File: src/rtl/spi_tx_pkg.sv
// rtl/spi_tx_pkg.sv - shared state encodings and default constants for the SPI TX packetizer
package spi_tx_pkg;

    localparam int FIFO_DEPTH_DEF  = 16;
    localparam int BURST_MAX_DEF   = 64;
    localparam int RDY_TIMEOUT_DEF = 1024;
    localparam int SS_HOLD_DEF     = 4;

    typedef enum logic [2:0] {
        IDLE,
        WAIT_RDY,
        START,
        WAIT_BUSY,
        WAIT_DONE,
        HOLD
    } tx_state_t;

    typedef enum logic [1:0] {
        SPL_EMPTY,
        SPL_HIGH,
        SPL_LOW
    } split_state_t;

endpackage

File: src/rtl/byte_fifo.sv
// rtl/byte_fifo.sv - synchronous byte FIFO with combinational head and occupancy count
module byte_fifo #(
    parameter int DEPTH = 16
) (
    input  logic                     clk,
    input  logic                     rst,
    input  logic                     push,
    input  logic [7:0]               push_data,
    input  logic                     pop,
    output logic [7:0]               head,
    output logic                     full,
    output logic                     empty,
    output logic [$clog2(DEPTH):0]   count
);

    localparam int AW = $clog2(DEPTH);
    localparam int CW = AW + 1;

    logic [7:0]    mem [DEPTH];
    logic [AW-1:0] wr_ptr;
    logic [AW-1:0] rd_ptr;
    logic          do_push;
    logic          do_pop;

    assign full    = (count == CW'(DEPTH));
    assign empty   = (count == '0);
    assign do_push = push && !full;
    assign do_pop  = pop && !empty;
    assign head    = mem[rd_ptr];

    // DEPTH is a power of two, so the pointers wrap naturally
    always_ff @(posedge clk or negedge rst) begin
        if (!rst) begin
            wr_ptr <= '0;
            rd_ptr <= '0;
            count  <= '0;
        end else begin
            if (do_push) begin
                wr_ptr <= wr_ptr + 1'b1;
            end
            if (do_pop) begin
                rd_ptr <= rd_ptr + 1'b1;
            end
            case ({do_push, do_pop})
                2'b10:   count <= count + 1'b1;
                2'b01:   count <= count - 1'b1;
                default: count <= count;
            endcase
        end
    end

    always_ff @(posedge clk) begin
        if (do_push) begin
            mem[wr_ptr] <= push_data;
        end
    end

endmodule

File: src/rtl/spi_tx_packetizer.sv
// rtl/spi_tx_packetizer.sv - splits 16-bit words into bytes and drives framed SPI bursts
module spi_tx_packetizer
    import spi_tx_pkg::*;
#(
    parameter int FIFO_DEPTH  = FIFO_DEPTH_DEF,
    parameter int BURST_MAX   = BURST_MAX_DEF,
    parameter int RDY_TIMEOUT = RDY_TIMEOUT_DEF,
    parameter int SS_HOLD     = SS_HOLD_DEF
) (
    input  logic                          clk,
    input  logic                          rst,
    input  logic [15:0]                   word_in,
    input  logic                          word_valid,
    output logic                          word_ready,
    input  logic                          tx_enable,
    input  logic                          spi_busy,
    input  logic                          spi_chip_rdy,
    output logic                          spi_start,
    output logic [7:0]                    spi_data_in,
    output logic                          ss,
    output logic [$clog2(FIFO_DEPTH):0]   fifo_count,
    output logic                          burst_done,
    output logic                          rdy_timeout
);

    localparam int TW = $clog2(RDY_TIMEOUT) + 1;
    // The IDLE cycle that precedes a new frame is the last ss-high cycle
    localparam int HOLD_CYCLES = (SS_HOLD > 1) ? SS_HOLD - 1 : 1;

    split_state_t spl_state;
    logic [15:0]  hold_word;
    logic         fifo_push;
    logic [7:0]   fifo_push_data;
    logic         fifo_pop;
    logic [7:0]   fifo_head;
    logic         fifo_full;
    logic         fifo_empty;

    tx_state_t    state;
    tx_state_t    state_d;
    logic         ss_d;
    logic         start_d;
    logic [7:0]   data_d;
    logic         done_d;
    logic         tmo_d;
    logic [TW-1:0] timer;
    logic [TW-1:0] timer_d;
    logic [7:0]   byte_cnt;
    logic [7:0]   byte_cnt_d;
    logic [7:0]   hold_cnt;
    logic [7:0]   hold_cnt_d;

    assign word_ready     = (spl_state == SPL_EMPTY);
    assign fifo_push      = (spl_state != SPL_EMPTY) && !fifo_full;
    assign fifo_push_data = (spl_state == SPL_HIGH) ? hold_word[15:8] : hold_word[7:0];

    always_ff @(posedge clk or negedge rst) begin
        if (!rst) begin
            spl_state <= SPL_EMPTY;
            hold_word <= '0;
        end else begin
            case (spl_state)
                SPL_EMPTY: begin
                    if (word_valid) begin
                        hold_word <= word_in;
                        spl_state <= SPL_HIGH;
                    end
                end
                SPL_HIGH: begin
                    if (!fifo_full) begin
                        spl_state <= SPL_LOW;
                    end
                end
                SPL_LOW: begin
                    if (!fifo_full) begin
                        spl_state <= SPL_EMPTY;
                    end
                end
                default: spl_state <= SPL_EMPTY;
            endcase
        end
    end

    byte_fifo #(
        .DEPTH(FIFO_DEPTH)
    ) u_fifo (
        .clk      (clk),
        .rst      (rst),
        .push     (fifo_push),
        .push_data(fifo_push_data),
        .pop      (fifo_pop),
        .head     (fifo_head),
        .full     (fifo_full),
        .empty    (fifo_empty),
        .count    (fifo_count)
    );

    always_ff @(posedge clk or negedge rst) begin
        if (!rst) begin
            state       <= IDLE;
            ss          <= 1'b1;
            spi_start   <= 1'b0;
            spi_data_in <= '0;
            burst_done  <= 1'b0;
            rdy_timeout <= 1'b0;
            timer       <= '0;
            byte_cnt    <= '0;
            hold_cnt    <= '0;
        end else begin
            state       <= state_d;
            ss          <= ss_d;
            spi_start   <= start_d;
            spi_data_in <= data_d;
            burst_done  <= done_d;
            rdy_timeout <= tmo_d;
            timer       <= timer_d;
            byte_cnt    <= byte_cnt_d;
            hold_cnt    <= hold_cnt_d;
        end
    end

    always_comb begin
        state_d    = state;
        ss_d       = ss;
        start_d    = 1'b0;
        data_d     = spi_data_in;
        done_d     = 1'b0;
        tmo_d      = 1'b0;
        timer_d    = timer;
        byte_cnt_d = byte_cnt;
        hold_cnt_d = hold_cnt;
        fifo_pop   = 1'b0;
        case (state)
            IDLE: begin
                if (tx_enable && !fifo_empty) begin
                    ss_d       = 1'b0;
                    timer_d    = '0;
                    byte_cnt_d = '0;
                    state_d    = WAIT_RDY;
                end
            end
            WAIT_RDY: begin
                if (spi_chip_rdy) begin
                    state_d = START;
                end else if (timer == TW'(RDY_TIMEOUT - 1)) begin
                    ss_d       = 1'b1;
                    tmo_d      = 1'b1;
                    hold_cnt_d = '0;
                    state_d    = HOLD;
                end else begin
                    timer_d = timer + 1'b1;
                end
            end
            // Only entered with the FIFO non-empty, so the pop is always real
            START: begin
                data_d     = fifo_head;
                fifo_pop   = 1'b1;
                start_d    = 1'b1;
                byte_cnt_d = byte_cnt + 1'b1;
                state_d    = WAIT_BUSY;
            end
            WAIT_BUSY: begin
                if (spi_busy) begin
                    state_d = WAIT_DONE;
                end
            end
            WAIT_DONE: begin
                if (!spi_busy) begin
                    if (tx_enable && !fifo_empty && (byte_cnt < 8'(BURST_MAX))) begin
                        state_d = START;
                    end else begin
                        ss_d       = 1'b1;
                        done_d     = 1'b1;
                        hold_cnt_d = '0;
                        state_d    = HOLD;
                    end
                end
            end
            HOLD: begin
                if (hold_cnt == 8'(HOLD_CYCLES - 1)) begin
                    state_d = IDLE;
                end else begin
                    hold_cnt_d = hold_cnt + 1'b1;
                end
            end
            default: begin
                ss_d    = 1'b1;
                state_d = IDLE;
            end
        endcase
    end

endmodule

File: config.mk
export PLATFORM = sky130hd
export DESIGN_NAME = spi_tx_packetizer
export DESIGN_NICKNAME = d
export VERILOG_FILES = /design/src/rtl/spi_tx_pkg.sv /design/src/rtl/byte_fifo.sv /design/src/rtl/spi_tx_packetizer.sv
export SDC_FILE = /design/constraint.sdc
export NUM_CORES = 1
export LEC_CHECK = 0
export CAP_MARGIN = 10
export CORE_MARGIN = 3
export CORE_UTILIZATION = 50
export DETAILED_ROUTE_END_ITERATION = 10
export GPL_ROUTABILITY_DRIVEN = 0
export PLACE_DENSITY = 0.75
export SLEW_MARGIN = 20
export SYNTH_ARGS = -nofsm -noshare
export SYNTH_HDL_FRONTEND = slang
export SYNTH_SLANG_ARGS = --single-unit
File: constraint.sdc
create_clock -name clk -period 3.3 [get_ports clk]
set_clock_uncertainty 0.15 [all_clocks]
set_input_delay 0.495 -clock clk [delete_from_list [all_inputs] [get_ports clk]]
set_output_delay 0.495 -clock clk [all_outputs]
set_load 0.01 [all_outputs]
=== After elaboration in Yosys (flattened, before gate mapping) ===
Memories as Yosys holds them, arrays and structs flattened. A register that Yosys moved wholly into a read port is not among the register bits.
Cells that the tools add are included.

* Output and inout port bits: 18
* Input bits: 22
* Register bits after elaboration: 65
* Memories: 1
* Memory bits (writable): 128

{| class="wikitable"
|+ Memory list
! memory !! words !! bits a word !! rd ports !! clocked after Yosys merged registers in !! wr ports !! RTL line !! text
|-
| u_fifo.mem || 16 || 8 || 1 || 1 || 1 || byte_fifo.sv:19 || <nowiki>logic [7:0] mem [DEPTH];</nowiki>
|}

* Reductions and logical operators: 24
* $lt $le $gt $ge: 1
* Equality and inequality tests: 25
* Muxes and demuxes: 41
* Add/subtract/negate cells: 7
* Bitwise gates (word level): 1

{| class="wikitable"
|+ Operator list
! operator !! number
|-
| $mux W8 || 7
|-
| $mux W11 || 3
|-
| $ne A2 B2 Y1 const B || 12
|-
| $pmux W8 S3 || 1
|-
| $pmux W11 S2 || 1
|-
| $mux W3 || 7
|-
| $pmux W3 S6 || 1
|-
| $add A8 B1 Y8 const B || 2
|-
| $pmux W8 S2 || 1
|-
| $mux W1 || 14
|-
| $reduce_and A6 Y1 || 2
|-
| $add A11 B1 Y11 const B || 1
|-
| $eq A11 B10 Y1 const B || 1
|-
| $pmux W5 S2 || 1
|-
| $add A4 B1 Y4 const B || 2
|-
| $eq A8 B2 Y1 const B || 1
|-
| $lt A8 B7 Y1 const B || 1
|-
| $reduce_bool A2 Y1 || 4
|-
| $eq A3 B2 Y1 const B || 2
|-
| $eq A3 B3 Y1 const B || 2
|-
| $mux W2 || 3
|-
| $pmux W2 S3 || 1
|-
| $add A5 B1 Y5 const B || 1
|-
| $eq A5 B5 Y1 const B || 1
|-
| other kinds (18) || 27
|}

=== Longest topological paths before layout ===
Gate-level depths: netlist (run 1).

* Word-level depth: 7
* Depth in mapped cells: 12

=== By module ===
Synthesis (run 1) repeated with hierarchy kept, for this count alone.

* Cells, all modules: 630
* Area, all modules: 8713.4 sq um

{| class="wikitable"
|+ By module, submodules not included
! module !! sequential area each (sq um) !! cells each !! area an instance (sq um) !! times used
|-
| byte_fifo || 4169.0 || 332 || 5779.3 || 1
|-
| spi_tx_packetizer || 1502.7 || 298 || 2934.1 || 1
|}

=== Least setup slack after synthesis (run 1) ===
Ideal clock, no wire load.

* Path type: register -> register
* Start: register state[1]
* End: register u_fifo.count[4]
* Data required time: 3.019 ns
* Arrival time: 2.502 ns
* Stages on the path, launching flop included: 13
* Path slack: 0.517 ns
* Buffers on the path: 2
* Cells stage by stage: dfrtp_1 -> buf_2 -> or3b_2 -> clkbuf_1 -> nor2_1 -> ha_1 -> xor2_1 -> ha_1 -> inv_1 -> o21ai_0 -> a211oi_1 -> o21bai_1 -> xnor2_1

* Longest elaborated chain between the ends: 5

{| class="wikitable"
|+ Ends and longest elaborated chain
! element !! RTL line !! text
|-
| start, declared || spi_tx_packetizer.sv:39 || <nowiki>tx_state_t state;</nowiki>
|-
| start signal, assigned || spi_tx_packetizer.sv:110 || <nowiki>state <= state_d;</nowiki>
|-
| $eq A3 B2 Y1 (*) || spi_tx_packetizer.sv:133 || <nowiki>case (state)</nowiki>
|-
| $mux W1 (*) || spi_tx_packetizer.sv:133 ||
|-
| $logic_and A1 B1 Y1 (*) || byte_fifo.sv:28 || <nowiki>assign do_pop = pop && !empty;</nowiki>
|-
| net u_fifo.do_pop || byte_fifo.sv:23 || <nowiki>logic do_pop;</nowiki>
|-
| $eq A2 B1 Y1 or $eq A2 B2 Y1 (tied branches) || byte_fifo.sv:44 || <nowiki>case ({do_push, do_pop})</nowiki>
|-
| $pmux W5 S2 or $reduce_bool A2 Y1 (tied branches) || -- ||
|-
| end signal, assigned || byte_fifo.sv:45 || <nowiki>2'b10: count <= count + 1'b1;</nowiki>
|-
| end signal, assigned || byte_fifo.sv:46 || <nowiki>2'b01: count <= count - 1'b1;</nowiki>
|-
| end signal, assigned || byte_fifo.sv:47 || <nowiki>default: count <= count;</nowiki>
|-
| end, declared || byte_fifo.sv:13 || <nowiki>output logic [$clog2(DEPTH):0] count</nowiki>
|}

The timed path passes the listed nets; every way through them passes the cells marked *.
A chain may end at the register's enable or synchronous reset.

=== Final worst setup path (run 1) ===
* Start: register u_fifo.count[2]
* End: register u_fifo.count[4]

* Longest elaborated chain between the ends: 6

{| class="wikitable"
|+ Ends and longest elaborated chain
! element !! RTL line !! text
|-
| $eq A5 B5 Y1 || byte_fifo.sv:25 || <nowiki>assign full = (count == CW'(DEPTH));</nowiki>
|-
| $logic_not A1 Y1 || byte_fifo.sv:27, spi_tx_packetizer.sv:54 ||
|-
| $logic_and A1 B1 Y1 || spi_tx_packetizer.sv:54 || <nowiki>assign fifo_push = (spl_state != SPL_EMPTY) && !fifo_full;</nowiki>
|-
| $logic_and A1 B1 Y1 || byte_fifo.sv:27 || <nowiki>assign do_push = push && !full;</nowiki>
|-
| $eq A2 B1 Y1 or $eq A2 B2 Y1 (tied branches) || byte_fifo.sv:44 ||
|-
| $pmux W5 S2 or $reduce_bool A2 Y1 (tied branches) || -- ||
|}

Parallel ways exist; a longest one is shown, timed or not.

==> flow_summary.ini, run 1 <==
[outcome]
status = finished, violations left
violations = negative hold slack

[synthesis]
syn-num-nets = 612
yosysTopAreaCell = edfxtp_1
synth-async-reset-ratio_pct = 36.32
synthesis.area_mm2 = 0.008645
synth-seq-cells = 201
yosysSeqAreaShare_pct = 65.61
synth_edf_count = 128
yosysWarnings = 0
ys_top_cells_by_area = edfxtp_1 (44%), dfrtp_1 (21%), mux4_2 (7.8%)
synth_top_area_share_pct = 44.46
synth_cell_types = 55
yosysMostFrequentCell = edfxtp_1
synth_common_cells = edfxtp_1 (128), dfrtp_1 (72), o21ai_0 (39)
ys.flop_type = edfxtp_1
synth_cells = 577
synth_area_per_cell_um2 = 14.98

[global_route]
gr-usage-all-layers_pct = 19.48
grt_pass1_vias = 5095
grt_pass1_wl_mm = 28.26
antenna_found_initial = 0
grt-ovfl-total = 0
grt_max_degree = 74

[sta]
finalSetupViolations = 0
setup_tns_ns = 0
max_slew.worst_pin.slew_ns = 0.9883
slew_headroom_pct = 34.11
drv_slew = 0
finalHoldViolCount = 3
fin_ws_ns = 0.2507
rsz0062_at_grt = false
fmaxAchievable_mhz = 327.9
final.period_utilization_pct = 92.40
period_minus_slack_ns = 3.049
hold_ws_ns = -0.007656

[final_layout]
fin_nets = 655
utilization_pct = 59.55
area_delta_synth_final_pct = 15.46
drive_gt1_share_pct = 18.11
final_area_mm2 = 0.009981
final_cells = 855
antennaDiodeCount = 0

[critical_path]
r2r_cells = 11
cp_max_fo = 9
path_class = register to register
crit_path_start_kind = register
rrSetupSlack_ns = 0.25
r2r-start = u_fifo.count[2]
critPathArrivalTime_ns = 3.27
endpoint_kind = register
reg2reg_to = u_fifo.count[4]
required_ns = 3.52

[route]
firstDrtPassIters = 5
drcViolationCount = 0
ant_nets = 0
via_count = 5115
wl_per_cell_um = 20.62
avgViaCountPerCell = 5.982
drt_iter0_drc = 482
routed_wl_mm = 17.63

[power]
cellLeakagePower_nw = 3.614
power_density_mw_per_mm2 = 945.4
total_power_mw = 9.436
peakVddDrop_mv = 0.6346

[clock_network]
cts_buffers = 21
cts-hold-fix-buffers = 0
cts_buffer_depth = 3
cts_sinks = 201
cts-resized-gates = 0
clk_latency_ns = 0.49
h-tree-depth = 1
post_cts_buffers = 0
cts_tree = yes
cts.clk_slew.worst_paths_ns = 0.06
clockRootBuffer = clkbuf_16

[min_path]
hp-class = primary input to async pin

[floorplan]
io_pins = 40
die_h_um = 137.5
die_area_mm2 = 0.01890
row_count = 47
core_mm2 = 0.01676
die_w_um = 137.5
start_util_pct = 51.58

[place]
port_buffers = 39
dp.final_hpwl_mm = 11.42
place_inst = 817
place_area_mm2 = 0.009239
dp_slack_ns = 0.3065

[run]
cap_violations = 0
## registers in the layout (all words and copies together) (netlist names)
name,flops
hold_word,16
spi_data_in,8
u_fifo.wr_ptr,4
rdy_timeout,1
u_fifo.mem,128
spi_start,1
ss,1
spl_state,2
u_fifo.count,5
timer,11
burst_done,1
u_fifo.rd_ptr,4
byte_cnt,8
state,3
hold_cnt,8
## logic make-up after synthesis
kind of cell | count (synthesis) | synth area share [%]
adder cells (fa/ha/maj) | 13 | 1.882
buffers and inverters | 35 | 1.766
AND/OR/NAND/NOR | 143 | 8.959
flip-flops | 201 | 65.61
XOR/XNOR | 16 | 1.621
AO/OA/AOI/OAI | 100 | 7.309
multiplexers | 69 | 12.85
## where the power goes
group / switching [mW] / total, mW / internal [mW]
clock network: 0.930 / 2.52 / 1.59
logic: 1.64 / 2.92 / 1.28
registers: 0.428 / 4.00 / 3.57
total: 3.00 / 9.44 / 6.44
## cell type report
type                       instances  area (µm²)
clock buffer                      26       554.3
tap                              220       275.3
clock inverter                    12       187.7
fill                            1231        6779
multi-input combinational        341        2820
inverter                          10       37.54
timing repair buffer              45       432.9
sequential                       201        5673
## cells in the final DEF (no fill, tap or decap), drive strengths merged, types with 3 or more instances in the layout
cell type,Yosys,final
bufinv,0,5
nor2b,9,9
clkdlybuf4s50,0,38
nand4,9,9
nand2,22,22
and2,20,20
nand3,14,14
a31oi,5,5
dfrtp,72,72
mux4,30,30
inv,10,11
ha,13,13
mux2,36,36
clkbuf,15,26
a21oi,16,16
a22o,4,4
nor4,5,5
edfxtp,128,128
nor2,30,30
mux2i,3,3
buf,10,7
o21ai,43,43
a22oi,9,9
nand2b,6,6
clkinv,0,5
xnor2,12,12
nor3,7,7
xor2,4,4
and3,10,10
o31ai,6,6
## how the worst max path moves through the flow
| stage | startpoint | to | slack, ns | depth (start not counted) |
|---|---|---|---|---|
| 2_1_floorplan | state[1] | u_fifo.count[4] | 0.52 | 12 |
| 3_3_place_gp | u_fifo.count[2] | u_fifo.count[4] | 0.46 | 11 |
| 3_5_place_dp | u_fifo.count[2] | u_fifo.count[4] | 0.31 | 11 |
| 4_1_cts | u_fifo.count[2] | u_fifo.count[4] | 0.29 | 11 |
| 5_1_grt | u_fifo.count[1] | u_fifo.count[4] | 0.09 | 11 |
| 6_report | u_fifo.count[2] | u_fifo.count[4] | 0.25 | 11 |
## per-layer routing
layer / global-route usage [%] / share of wire (%) / routed length [µm]
met1: 27.40 / 43 / 7514
met4: 5.654 / 2.1 / 366
met5: 0 / 0 / 0
met2: 31.51 / 49 / 8717
met3: 3.397 / 5.9 / 1033
## worst max-delay path, cell delays in order (launching register included)
cell and delay (ns):
dfrtp_1 0.47, nor4_1 0.51, a21oi_1 0.29, inv_1 0.19, ha_1 0.32, xor2_1 0.11, ha_1 0.23, inv_1 0.06
o21ai_0 0.06, a211oi_1 0.28, o21bai_1 0.13, xnor2_1 0.13
Power figures use the tool's default switching activity.
==> inputs of run 2 (changes only) <==
--- a/config.mk
+++ b/config.mk
@@ -11,6 +11,7 @@
 export DETAILED_ROUTE_END_ITERATION = 10
 export GPL_ROUTABILITY_DRIVEN = 0
 export PLACE_DENSITY = 0.75
+export SKIP_LAST_GASP = 1
 export SLEW_MARGIN = 20
 export SYNTH_ARGS = -nofsm -noshare
 export SYNTH_HDL_FRONTEND = slang
==> constraint.sdc (replaced) <==
create_clock -name clk -period 3.3 [get_ports clk]
set_clock_uncertainty 0.15 [all_clocks]
set_input_delay 0.495 -clock clk [delete_from_list [all_inputs] [get_ports clk]]
set_output_delay 0.495 -clock clk [all_outputs]
set_load 0.005 [all_outputs]
==> results of run 2 <==
Same layout as run 1 (identical final DEF). Status: finished, violations left: negative hold slack.
Main changes from that run: total power 9.436 mW -> 9.399 mW
==> inputs of run 3 (changes only) <==
--- a/config.mk
+++ b/config.mk
@@ -16,3 +16,4 @@
 export SYNTH_ARGS = -nofsm -noshare
 export SYNTH_HDL_FRONTEND = slang
 export SYNTH_SLANG_ARGS = --single-unit
+export TNS_END_PERCENT = 30
==> results of run 3 <==
Same layout as run 1 (identical final DEF). Status: finished, violations left: negative hold slack.
Main changes from that run: total power 9.436 mW -> 9.399 mW
